==> src/rtl/note_pkg.sv <==
// Shared constants, lane indices, FSM encoding and saturating helpers
// for the note scroller rhythm-game core.
package note_pkg;

    localparam int SONG_LEN    = 100;
    localparam int NUM_LANES   = 3;
    localparam int LANE_RED    = 0;
    localparam int LANE_BLUE   = 1;
    localparam int LANE_YELLOW = 2;

    typedef enum logic [1:0] {
        ST_IDLE = 2'd0,
        ST_LOAD = 2'd1,
        ST_PLAY = 2'd2,
        ST_DONE = 2'd3
    } state_t;

    // Increment an 8-bit counter, sticking at 255.
    function automatic logic [7:0] sat_inc8(input logic [7:0] v);
        return (v == 8'hFF) ? v : v + 8'd1;
    endfunction

    // Add 1 or 2 points to the 16-bit score, sticking at 16'hFFFF.
    function automatic logic [15:0] sat_add16(input logic [15:0] a, input logic [1:0] b);
        logic [16:0] s;
        s = {1'b0, a} + {15'd0, b};
        return s[16] ? 16'hFFFF : s[15:0];
    endfunction

endpackage

==> src/rtl/note_scroller_beat_divider.sv <==
// Beat divider: counts 0..BEAT_DIV-1 while enabled and flags the last count
// as the beat tick. 'clear' restarts the count from zero.
module beat_divider #(
    parameter int BEAT_DIV = 12500000
) (
    input  logic clk,
    input  logic resetn,
    input  logic clear,
    input  logic enable,
    output logic tick
);

    localparam int            CW   = $clog2(BEAT_DIV);
    localparam logic [CW-1:0] LAST = CW'(BEAT_DIV - 1);

    logic [CW-1:0] r_cnt;

    // Free-running modulo-BEAT_DIV counter, advanced only while enabled.
    always_ff @(posedge clk or negedge resetn) begin
        if (!resetn) begin
            r_cnt <= '0;
        end else if (clear) begin
            r_cnt <= '0;
        end else if (enable) begin
            r_cnt <= (r_cnt == LAST) ? '0 : r_cnt + 1'b1;
        end
    end

    assign tick = enable && (r_cnt == LAST);

endmodule

==> src/rtl/note_scroller.sv <==
// Note scroller: three-lane rhythm-game chart player. Each lane is a 100-bit
// shift register whose MSB is the hit position; a key rising edge on a lane
// with a note at the MSB scores a hit, otherwise a miss. Notes still at the
// MSB when the beat shifts them out count as misses.
// Optional feature macro: NOTE_SCROLLER_COMBO_BONUS_EN (hits made with a
// combo of 10 or more score 2 points instead of 1).
// dbg_state exposes the FSM state for observation.
module note_scroller
    import note_pkg::*;
#(
    parameter int BEAT_DIV = 12500000,
    parameter int WINDOW   = 16
) (
    input  logic                clk,
    input  logic                resetn,
    input  logic                start,
    input  logic [SONG_LEN-1:0] song_red,
    input  logic [SONG_LEN-1:0] song_blue,
    input  logic [SONG_LEN-1:0] song_yellow,
    input  logic                key_red,
    input  logic                key_blue,
    input  logic                key_yellow,
    output logic [WINDOW-1:0]   win_red,
    output logic [WINDOW-1:0]   win_blue,
    output logic [WINDOW-1:0]   win_yellow,
    output logic                beat_tick,
    output logic                playing,
    output logic                done,
    output logic [15:0]         score,
    output logic [7:0]          combo,
    output logic [7:0]          misses,
    output logic [1:0]          dbg_state
);

    state_t                 r_state;
    logic [SONG_LEN-1:0]    r_lane [NUM_LANES];
    logic [NUM_LANES-1:0]   r_key_q;
    logic [6:0]             r_beat_cnt;
    logic [15:0]            r_score;
    logic [7:0]             r_combo;
    logic [7:0]             r_misses;
    logic                   r_playing;
    logic                   r_done;

    logic [NUM_LANES-1:0]   w_key;
    logic [NUM_LANES-1:0]   w_edge;
    logic [NUM_LANES-1:0]   w_head;
    logic [NUM_LANES-1:0]   w_hit;
    logic [NUM_LANES-1:0]   w_miss_ev;
    logic [15:0]            w_score_n;
    logic [7:0]             w_combo_n;
    logic [7:0]             w_misses_n;
    logic [1:0]             w_pts;
    logic                   w_tick;
    logic                   w_div_clear;
    logic                   w_div_en;

    assign w_key       = {key_yellow, key_blue, key_red};
    assign w_div_clear = (r_state == ST_LOAD);
    assign w_div_en    = (r_state == ST_PLAY);

    beat_divider #(.BEAT_DIV(BEAT_DIV)) u_beat_divider (
        .clk    (clk),
        .resetn (resetn),
        .clear  (w_div_clear),
        .enable (w_div_en),
        .tick   (w_tick)
    );

    // Judge key edges against the pre-shift hit position; a hit cancels expiry.
    always_comb begin
        w_edge = w_key & ~r_key_q & {NUM_LANES{r_state == ST_PLAY}};
        w_head = '0;
        for (int i = 0; i < NUM_LANES; i++) begin
            w_head[i] = r_lane[i][SONG_LEN-1];
        end
        w_hit     = w_edge & w_head;
        w_miss_ev = (w_edge & ~w_head) | ({NUM_LANES{w_tick}} & w_head & ~w_edge);
    end

    // Next score/combo/misses: all hits in lane order first, then all misses.
    always_comb begin
        w_score_n  = r_score;
        w_combo_n  = r_combo;
        w_misses_n = r_misses;
        w_pts      = 2'd1;
        for (int i = 0; i < NUM_LANES; i++) begin
            if (w_hit[i]) begin
`ifdef NOTE_SCROLLER_COMBO_BONUS_EN
                w_pts = (w_combo_n >= 8'd10) ? 2'd2 : 2'd1;
`else
                w_pts = 2'd1;
`endif
                w_score_n = sat_add16(w_score_n, w_pts);
                w_combo_n = sat_inc8(w_combo_n);
            end
        end
        for (int i = 0; i < NUM_LANES; i++) begin
            if (w_miss_ev[i]) begin
                w_misses_n = sat_inc8(w_misses_n);
            end
        end
        if (|w_miss_ev) begin
            w_combo_n = '0;
        end
    end

    // Control FSM with lane registers, beat count, key history and scoring.
    always_ff @(posedge clk or negedge resetn) begin
        if (!resetn) begin
            r_state    <= ST_IDLE;
            for (int i = 0; i < NUM_LANES; i++) begin
                r_lane[i] <= '0;
            end
            r_key_q    <= '0;
            r_beat_cnt <= '0;
            r_score    <= '0;
            r_combo    <= '0;
            r_misses   <= '0;
            r_playing  <= 1'b0;
            r_done     <= 1'b0;
        end else begin
            r_key_q <= w_key;
            case (r_state)
                ST_IDLE: begin
                    if (start) begin
                        r_state <= ST_LOAD;
                    end
                end
                ST_LOAD: begin
                    r_lane[LANE_RED]    <= song_red;
                    r_lane[LANE_BLUE]   <= song_blue;
                    r_lane[LANE_YELLOW] <= song_yellow;
                    r_beat_cnt <= '0;
                    r_score    <= '0;
                    r_combo    <= '0;
                    r_misses   <= '0;
                    r_playing  <= 1'b1;
                    r_state    <= ST_PLAY;
                end
                ST_PLAY: begin
                    r_score  <= w_score_n;
                    r_combo  <= w_combo_n;
                    r_misses <= w_misses_n;
                    for (int i = 0; i < NUM_LANES; i++) begin
                        if (w_tick) begin
                            r_lane[i] <= r_lane[i] << 1;
                        end else if (w_hit[i]) begin
                            r_lane[i][SONG_LEN-1] <= 1'b0;
                        end
                    end
                    if (w_tick) begin
                        r_beat_cnt <= r_beat_cnt + 7'd1;
                        if (r_beat_cnt == 7'd99) begin
                            r_state   <= ST_DONE;
                            r_playing <= 1'b0;
                            r_done    <= 1'b1;
                        end
                    end
                end
                ST_DONE: begin
                    if (start) begin
                        r_done  <= 1'b0;
                        r_state <= ST_LOAD;
                    end
                end
                default: r_state <= ST_IDLE;
            endcase
        end
    end

    assign win_red    = r_lane[LANE_RED][SONG_LEN-1 -: WINDOW];
    assign win_blue   = r_lane[LANE_BLUE][SONG_LEN-1 -: WINDOW];
    assign win_yellow = r_lane[LANE_YELLOW][SONG_LEN-1 -: WINDOW];
    assign beat_tick  = w_tick;
    assign playing    = r_playing;
    assign done       = r_done;
    assign score      = r_score;
    assign combo      = r_combo;
    assign misses     = r_misses;
    assign dbg_state  = r_state;

endmodule

==> config.mk <==
export PLATFORM = sky130hd
export DESIGN_NAME = note_scroller
export DESIGN_NICKNAME = d
export VERILOG_FILES = /design/src/rtl/note_pkg.sv /design/src/rtl/note_scroller_beat_divider.sv /design/src/rtl/note_scroller.sv
export SDC_FILE = /design/constraint.sdc
export NUM_CORES = 1
export LEC_CHECK = 0
export CAP_MARGIN = 30
export CORE_MARGIN = 8
export CORE_UTILIZATION = 50
export DETAILED_ROUTE_END_ITERATION = 16
export GPL_TIMING_DRIVEN = 0
export PLACE_DENSITY = 0.87
export SLEW_MARGIN = 0
export SYNTH_ARGS = -nofsm -noshare
export SYNTH_HDL_FRONTEND = slang
export SYNTH_HIERARCHICAL = 1
export SYNTH_SLANG_ARGS = --single-unit
==> constraint.sdc <==
create_clock -name clk -period 5.1 [get_ports clk]
set_input_delay 1.02 -clock clk [delete_from_list [all_inputs] [get_ports clk]]
set_output_delay 1.02 -clock clk [all_outputs]
set_load 0.02 [all_outputs]
* Word-level counts from Yosys, hierarchy flattened
Index checks and enable logic that the tools add are counted.
** Storage, ports and cells
- Output and inout bits :: 85
- Input port bits :: 306
- Register bits :: 370
** Cells by class
- Reductions and logical operators :: 13
- Equal/unequal tests :: 18
- $add $sub $neg :: 11
- Multiplexer cells :: 48
- Bitwise operators :: 10
** Operator list (number)
- case mux 300 bit (2 select lines) :: 1
- two-way mux 99 bit :: 3
- two-way mux 8 bit :: 13
- two-way mux 16 bit :: 6
- two-way mux 24 bit :: 3
- adder 16 x 1 -> 17 bit (second input constant) :: 3
- adder 8 x 1 -> 8 bit (second input constant) :: 6
- equality test 8 bit (second input constant) :: 6
- case mux 16 bit (2 select lines) :: 1
- case mux 8 bit (2 select lines) :: 2
- adder 24 x 1 -> 24 bit (second input constant) :: 1
- equality test 24 bit (second input constant) :: 1
- AND 3 bit :: 6
- case mux 7 bit (2 select lines) :: 1
- two-way mux 1 bit :: 11
- inequality test 3 bit (second input constant) :: 3
- inverter 3 bit :: 3
- AND reduction 2 bit :: 4
- adder 7 x 1 -> 7 bit (second input constant) :: 1
- equality test 7 bit (second input constant) :: 1
- two-way mux 7 bit :: 1
- two-way mux 2 bit :: 3
- inequality test 2 bit (second input constant) :: 3
- case mux 2 bit (3 select lines) :: 1
- other kinds (12) :: 16

* Depth between registers and ports, before layout
- Word-level depth :: 14
- Mapped depth :: 21

* Hierarchy
The synthesis kept the hierarchy.
** Modules (own cells, without submodules)
- note_scroller :: times used 1, area an instance 18920.6 um2, cells each 1991
- beat_divider :: times used 1, area an instance 1547.7 um2, cells each 179

* Least setup slack after synthesis
Ideal clock, no wire load.
- Kind :: register to register
- Start :: reg r_state[0], in the netlist dbg_state[0]
- End :: reg r_misses[6], in the netlist misses[6]
- Stages on the path, launching flop included :: 20
- Setup slack :: 0.317 ns
- Data required time :: 4.978 ns
- Data arrival time :: 4.662 ns
- Buffers on the path :: 2
- Cells stage by stage :: dfrtp_1 inv_1 ha_1 inv_1 clkbuf_1 nor2_1 nand2_1 mux2i_1 buf_2 nand2_1 xor2_1 inv_1 ha_1 and4_1 or4b_2 and3_1 nor2_1 nand3_1 or4_1 a32o_1
** On the way
- Word-level cells in the longest chain between the ends :: 13
- Elaborated cells on any way between the ends :: 20
- Those cells by class :: add/sub: 2; eq/ne: 4; mux: 6; bitwise: 6; reduce/logical: 2
** Ends and longest elaborated chain
- from (decl) :: RTL line note_scroller.sv:35 : state_t r_state;
- from (signal assigned) :: RTL line note_scroller.sv:111 : r_state <= ST_IDLE;
- from (signal assigned) :: RTL line note_scroller.sv:127 : r_state <= ST_LOAD;
- from (signal assigned) :: RTL line note_scroller.sv:139 : r_state <= ST_PLAY;
- equality test 2 bit (*) :: RTL line note_scroller.sv:60 : assign w_div_en = (r_state == ST_PLAY);
- net w_div_en :: RTL line note_scroller.sv:56 : logic w_div_en;
- logical AND 1 bit (*) :: RTL line note_scroller_beat_divider.sv:29 : assign tick = enable && (r_cnt == LAST);
- net beat_tick :: RTL line note_scroller.sv:26 : output logic beat_tick,
- AND 3 bit (*) (2 in series) :: RTL line note_scroller.sv:78 : w_miss_ev = (w_edge & ~w_head) | ({NUM_LANES{w_tick}} & w_head & ~w_edge);
- OR 3 bit (*) :: RTL line note_scroller.sv:78
- two-way mux 8 bit :: RTL line note_scroller.sv:99 : if (w_miss_ev[i]) begin
- adder 8 x 1 -> 8 bit / equality test 8 bit (equally long branches) :: RTL line note_pkg.sv:20 : return (v == 8'hFF) ? v : v + 8'd1;
- two-way mux 8 bit :: RTL line note_pkg.sv:20
- two-way mux 8 bit :: RTL line note_scroller.sv:99
- adder 8 x 1 -> 8 bit / equality test 8 bit (equally long branches) :: RTL line note_pkg.sv:20
- two-way mux 8 bit :: RTL line note_pkg.sv:20
- two-way mux 8 bit (*) :: RTL line note_scroller.sv:99
- case mux 8 bit (2 select lines) (*) :: RTL line note_scroller.sv:124 : case (r_state)
- to (signal assigned) :: RTL line note_scroller.sv:144 : r_misses <= w_misses_n;
- to (decl) :: RTL line note_scroller.sv:41 : logic [7:0] r_misses;
Mark *: on every way through the listed nets, which the timed path passes. The rest lies on a longest branch.
A chain may end at the register's enable or synchronous reset.

* Worst setup path after layout
- Start :: reg r_state[0], in the netlist dbg_state[0]
- End :: reg r_score[3], in the netlist score[3]
** On the way
- Word-level cells in the longest chain between the ends :: 11
- Elaborated cells on any way between the ends :: 13
- Those cells by class :: add/sub: 2; eq/ne: 2; mux: 6; bitwise: 2; reduce/logical: 1
** Ends and longest elaborated chain
- equality test 2 bit (*)
- net w_div_en :: RTL line note_scroller.sv:56
- AND 3 bit :: RTL line note_scroller.sv:72 : w_edge = w_key & ~r_key_q & {NUM_LANES{r_state == ST_PLAY}};
- AND 3 bit :: RTL line note_scroller.sv:77 : w_hit = w_edge & w_head;
- two-way mux 16 bit :: RTL line note_scroller.sv:88 : if (w_hit[i]) begin
- adder 16 x 1 -> 17 bit :: RTL line note_pkg.sv:26 : s = {1'b0, a} + {15'd0, b};
- two-way mux 16 bit :: RTL line note_pkg.sv:27 : return s[16] ? 16'hFFFF : s[15:0];
- two-way mux 16 bit :: RTL line note_scroller.sv:88
- adder 16 x 1 -> 17 bit :: RTL line note_pkg.sv:26
- two-way mux 16 bit :: RTL line note_pkg.sv:27
- two-way mux 16 bit :: RTL line note_scroller.sv:88
- case mux 16 bit (2 select lines) :: RTL line note_scroller.sv:124
- to (signal assigned) :: RTL line note_scroller.sv:142 : r_score <= w_score_n;
- to (decl) :: RTL line note_scroller.sv:39 : logic [15:0] r_score;
Marked as above.

==> summary.json <==
{
  "netlist.area_leader.share_pct": 45.24,
  "finalSetupViolations": 0,
  "relative_slew_slack_pct": 35.74,
  "grt_first_pass_wirelength_um": 103700,
  "finClkSkew_ps": 20.42,
  "tritoncts": "yes",
  "timing.critical_path.to_type": "register",
  "initial_antenna_violation_count": 20,
  "die-height_um": 218.3,
  "slew_viol_final": 0,
  "synth.most_common_cell": "sky130_fd_sc_hd__nand2_1",
  "start_util_pct": 50.36,
  "synth_nets": 2491,
  "post_synth_num_cell_types": 93,
  "synth_commonest_cells": "sky130_fd_sc_hd__nand2_1 (381), sky130_fd_sc_hd__dfrtp_1 (370), sky130_fd_sc_hd__o21ai_0 (350)",
  "synthArstFlopShare_pct": 100.0,
  "max-cap-violations": 0,
  "globalRouteTotalUtil_pct": 26.95,
  "die-area_um2": 47670,
  "maximum_number_of_pins_on_one_net_before_global_route_repair": 115,
  "postRouteWirelength_um": 66720,
  "run_status": "finished, final reports clean",
  "clkTransAtPathRegs_ps": 60,
  "critPathArrivalTime_ps": 5330,
  "total_leakage_power_uw": 0.01352,
  "peakVddDrop_uv": 222.4,
  "clock_tree.htree_level_count": 2,
  "tritoncts_num_sinks": 370,
  "routed-via-count": 18850,
  "multiInputGateArea_um2": 10250,
  "drtPass1Iterations": 6,
  "grt.overflow.total": 0,
  "dpl_worst_slack_ps": -783.7,
  "route.detailed.wl_per_inst_um": 20.95,
  "netlist_instances": 2170,
  "ant_nets_after_route": 0,
  "crit_path_start_kind": "register",
  "buffer_ports.inserted": 390,
  "clockBufferDepth": 3,
  "timing.hold.ws_ps": 421.5,
  "post_route_cells_drive_above_1_share_pct": 7.986,
  "viasPerCell": 5.918,
  "design.portCount": 391,
  "dp_hpwl_um": 50470,
  "latest_clock_arrival_within_the_worst_skew_pair_ps": 550,
  "area.sequential_um2": 9260,
  "period_share_pct": 95.30,
  "worst-slew-pin-transition_ps": 963.8,
  "synth_flop_cell": "sky130_fd_sc_hd__dfrtp_1",
  "syn_area_um2": 20470,
  "layout.nets": 2929,
  "synth-edff-count": 0,
  "cts-buffers-inserted": 42,
  "flop_and_latch_count_out_of_synthesis": 370,
  "timing.final.crit_period_ps": 4861,
  "timing_hold_violations_final": 0,
  "drc": 0,
  "cts-root-buf": "sky130_fd_sc_hd__clkbuf_16",
  "synth.yosys.seq_area_share_pct": 45.24,
  "top_fanout_value_on_the_critical_path": 18,
  "n_fill_cell": 3065,
  "totalPowerFinal_uw": 6925,
  "chipWidth_um": 218.3,
  "power_density_nw_per_um2": 259.7,
  "worst_ep_required_time_ps": 5570,
  "grt_pass1_vias": 19410,
  "worst_hold_path_type": "in -> async",
  "crit_type": "reg -> reg",
  "floorplan.rows": 74,
  "yosys-top-cells-area": "sky130_fd_sc_hd__dfrtp_1 (45%), sky130_fd_sc_hd__mux2i_1 (15%), sky130_fd_sc_hd__o21ai_0 (8.6%), sky130_fd_sc_hd__nand2_1 (7.0%), sky130_fd_sc_hd__clkbuf_1 (2.2%)",
  "drt_initial_violations": 1656,
  "fmaxAchievable_ghz": 0.2057,
  "gp_routability_congestion": 0.9737,
  "synthesis.yosys.warnings": 6,
  "areaGrowthSynthToFinish_pct": 30.27,
  "core-area_um2": 40650,
  "avgSynthCellArea_um2": 9.432,
  "postLayoutSetupSlackWorst_ps": 239.5,
  "netlist.top_cell.by_area": "sky130_fd_sc_hd__dfrtp_1"
}
## critical path: stages (launching register included)
cell                      delay [ps]
sky130_fd_sc_hd__dfrtp_2         460
sky130_fd_sc_hd__inv_1           130
sky130_fd_sc_hd__ha_4            210
sky130_fd_sc_hd__buf_6           180
sky130_fd_sc_hd__and4b_1         220
sky130_fd_sc_hd__buf_4           230
sky130_fd_sc_hd__nor2_1           60
sky130_fd_sc_hd__a21oi_1         330
sky130_fd_sc_hd__ha_1            350
sky130_fd_sc_hd__inv_1           100
sky130_fd_sc_hd__nor2_2          280
sky130_fd_sc_hd__nand2_1         210
sky130_fd_sc_hd__o32a_1          360
sky130_fd_sc_hd__o211a_1         210
sky130_fd_sc_hd__a31o_1          220
sky130_fd_sc_hd__a211o_1         330
sky130_fd_sc_hd__or2_1           250
sky130_fd_sc_hd__buf_6           140
sky130_fd_sc_hd__nor3_4          230
sky130_fd_sc_hd__buf_12          160
sky130_fd_sc_hd__a221o_1         120
## through the flow
stage	std cells	cell area [µm²]	util [%]	setup TNS (ps)
floorplan	2170	20470	-	0
global placement	3092	25040	61.60	-4769870
detailed placement	3095	25130	61.81	-50920
CTS	3174	26560	65.35	0
global route	3182	26660	65.58	-11.20
finish	3185	26660	65.60	0
## power by group
part | switching (µW) | internal, µW
Sequential | 56.4 | 2970
Combinational | 413 | 436
Clock | 1290 | 1760
Total | 1760 | 5170
## worst paths after layout
kind / from / to / slack (ps) / cells past startpoint
min in group clk: r_lane[259]$_DFFE_PN0P_ / r_lane[259]$_DFFE_PN0P_ / 480 / 2
hold / removal: resetn / r_lane[248]$_DFFE_PN0P_ / 420 / 1
hold reg to reg: r_lane[259]$_DFFE_PN0P_ / r_lane[259]$_DFFE_PN0P_ / 480 / 2
setup / recovery: dbg_state[0]$_DFFE_PN0P_ / score[3]$_DFFE_PN0N_ / 240 / 20
setup reg to reg: dbg_state[0]$_DFFE_PN0P_ / score[3]$_DFFE_PN0N_ / 240 / 20
max in group asynchronous: resetn / r_lane[59]$_DFFE_PN0P_ / 3640 / 2
## cell type report
cell class              count  share of cell area (%)
diodes                     11                  0.1032
plain buffers             191                   3.618
clock buffers              59                   4.636
clock inverters            19                  0.5866
inverters                  19                  0.2675
multi-input cells        1587                   38.43
flip-flops and latches    370                   34.73
well taps                 532                   2.496
repair buffers            397                   15.14
## cells in the final DEF (no fill, tap or decap), drive strengths merged, types with 12 or more instances in the layout
| master | n |
|---|---|
| clkinv | 12 |
| xnor2 | 26 |
| nand2 | 383 |
| nand4 | 36 |
| clkdlybuf4s50 | 388 |
| mux2i | 312 |
| clkbuf | 177 |
| and3 | 22 |
| nor2 | 75 |
| buf | 81 |
| nand3 | 39 |
| a21oi | 43 |
| o31ai | 12 |
| ha | 15 |
| nor4 | 16 |
| nor3 | 31 |
| xor2 | 14 |
| dfrtp | 370 |
| o21ai | 356 |
| inv | 24 |
## what timing repair did
action | in CTS | in global routing
gates resized for setup | 8 | 13
setup buffers | 2 | 2
hold buffers | 0 | 0
pin swaps | 1 | 1
gates cloned | 0 | 0
setup endpoints to repair | 129 | 125
## cells by family (layout without fill, tap and decap cells)
kind of cell             count (synthesis)  count (layout)  synth area share, %
multiplexers                           323             323                15.86
adder cells (fa/ha/maj)                 15              15               0.9169
AO/OA/AOI/OAI                          526             526                15.15
XOR/XNOR                                40              40                1.712
buffers and inverters                  213             685                5.074
other                                    0              11                    0
flip-flops                             370             370                45.24
AND/OR/NAND/NOR                        683             683                16.05
## per-layer routing
metal | global-route usage (%) | part of all wire [%]
met4 | 10.34 | 3.6
met3 | 6.871 | 7.9
met5 | 0 | 0.18
met2 | 46.16 | 49
met1 | 32.29 | 39
## state kept, by name (all words and copies together), names as in the netlist, 2 cells and up
signal / count
win_red: 16
combo: 8
win_blue: 16
score: 16
r_lane: 252
win_yellow: 16
misses: 8
u_beat_divider/r_cnt: 24
r_key_q: 3
r_beat_cnt: 7
dbg_state: 2
Note: power is estimated with default switching activity, not from simulation.
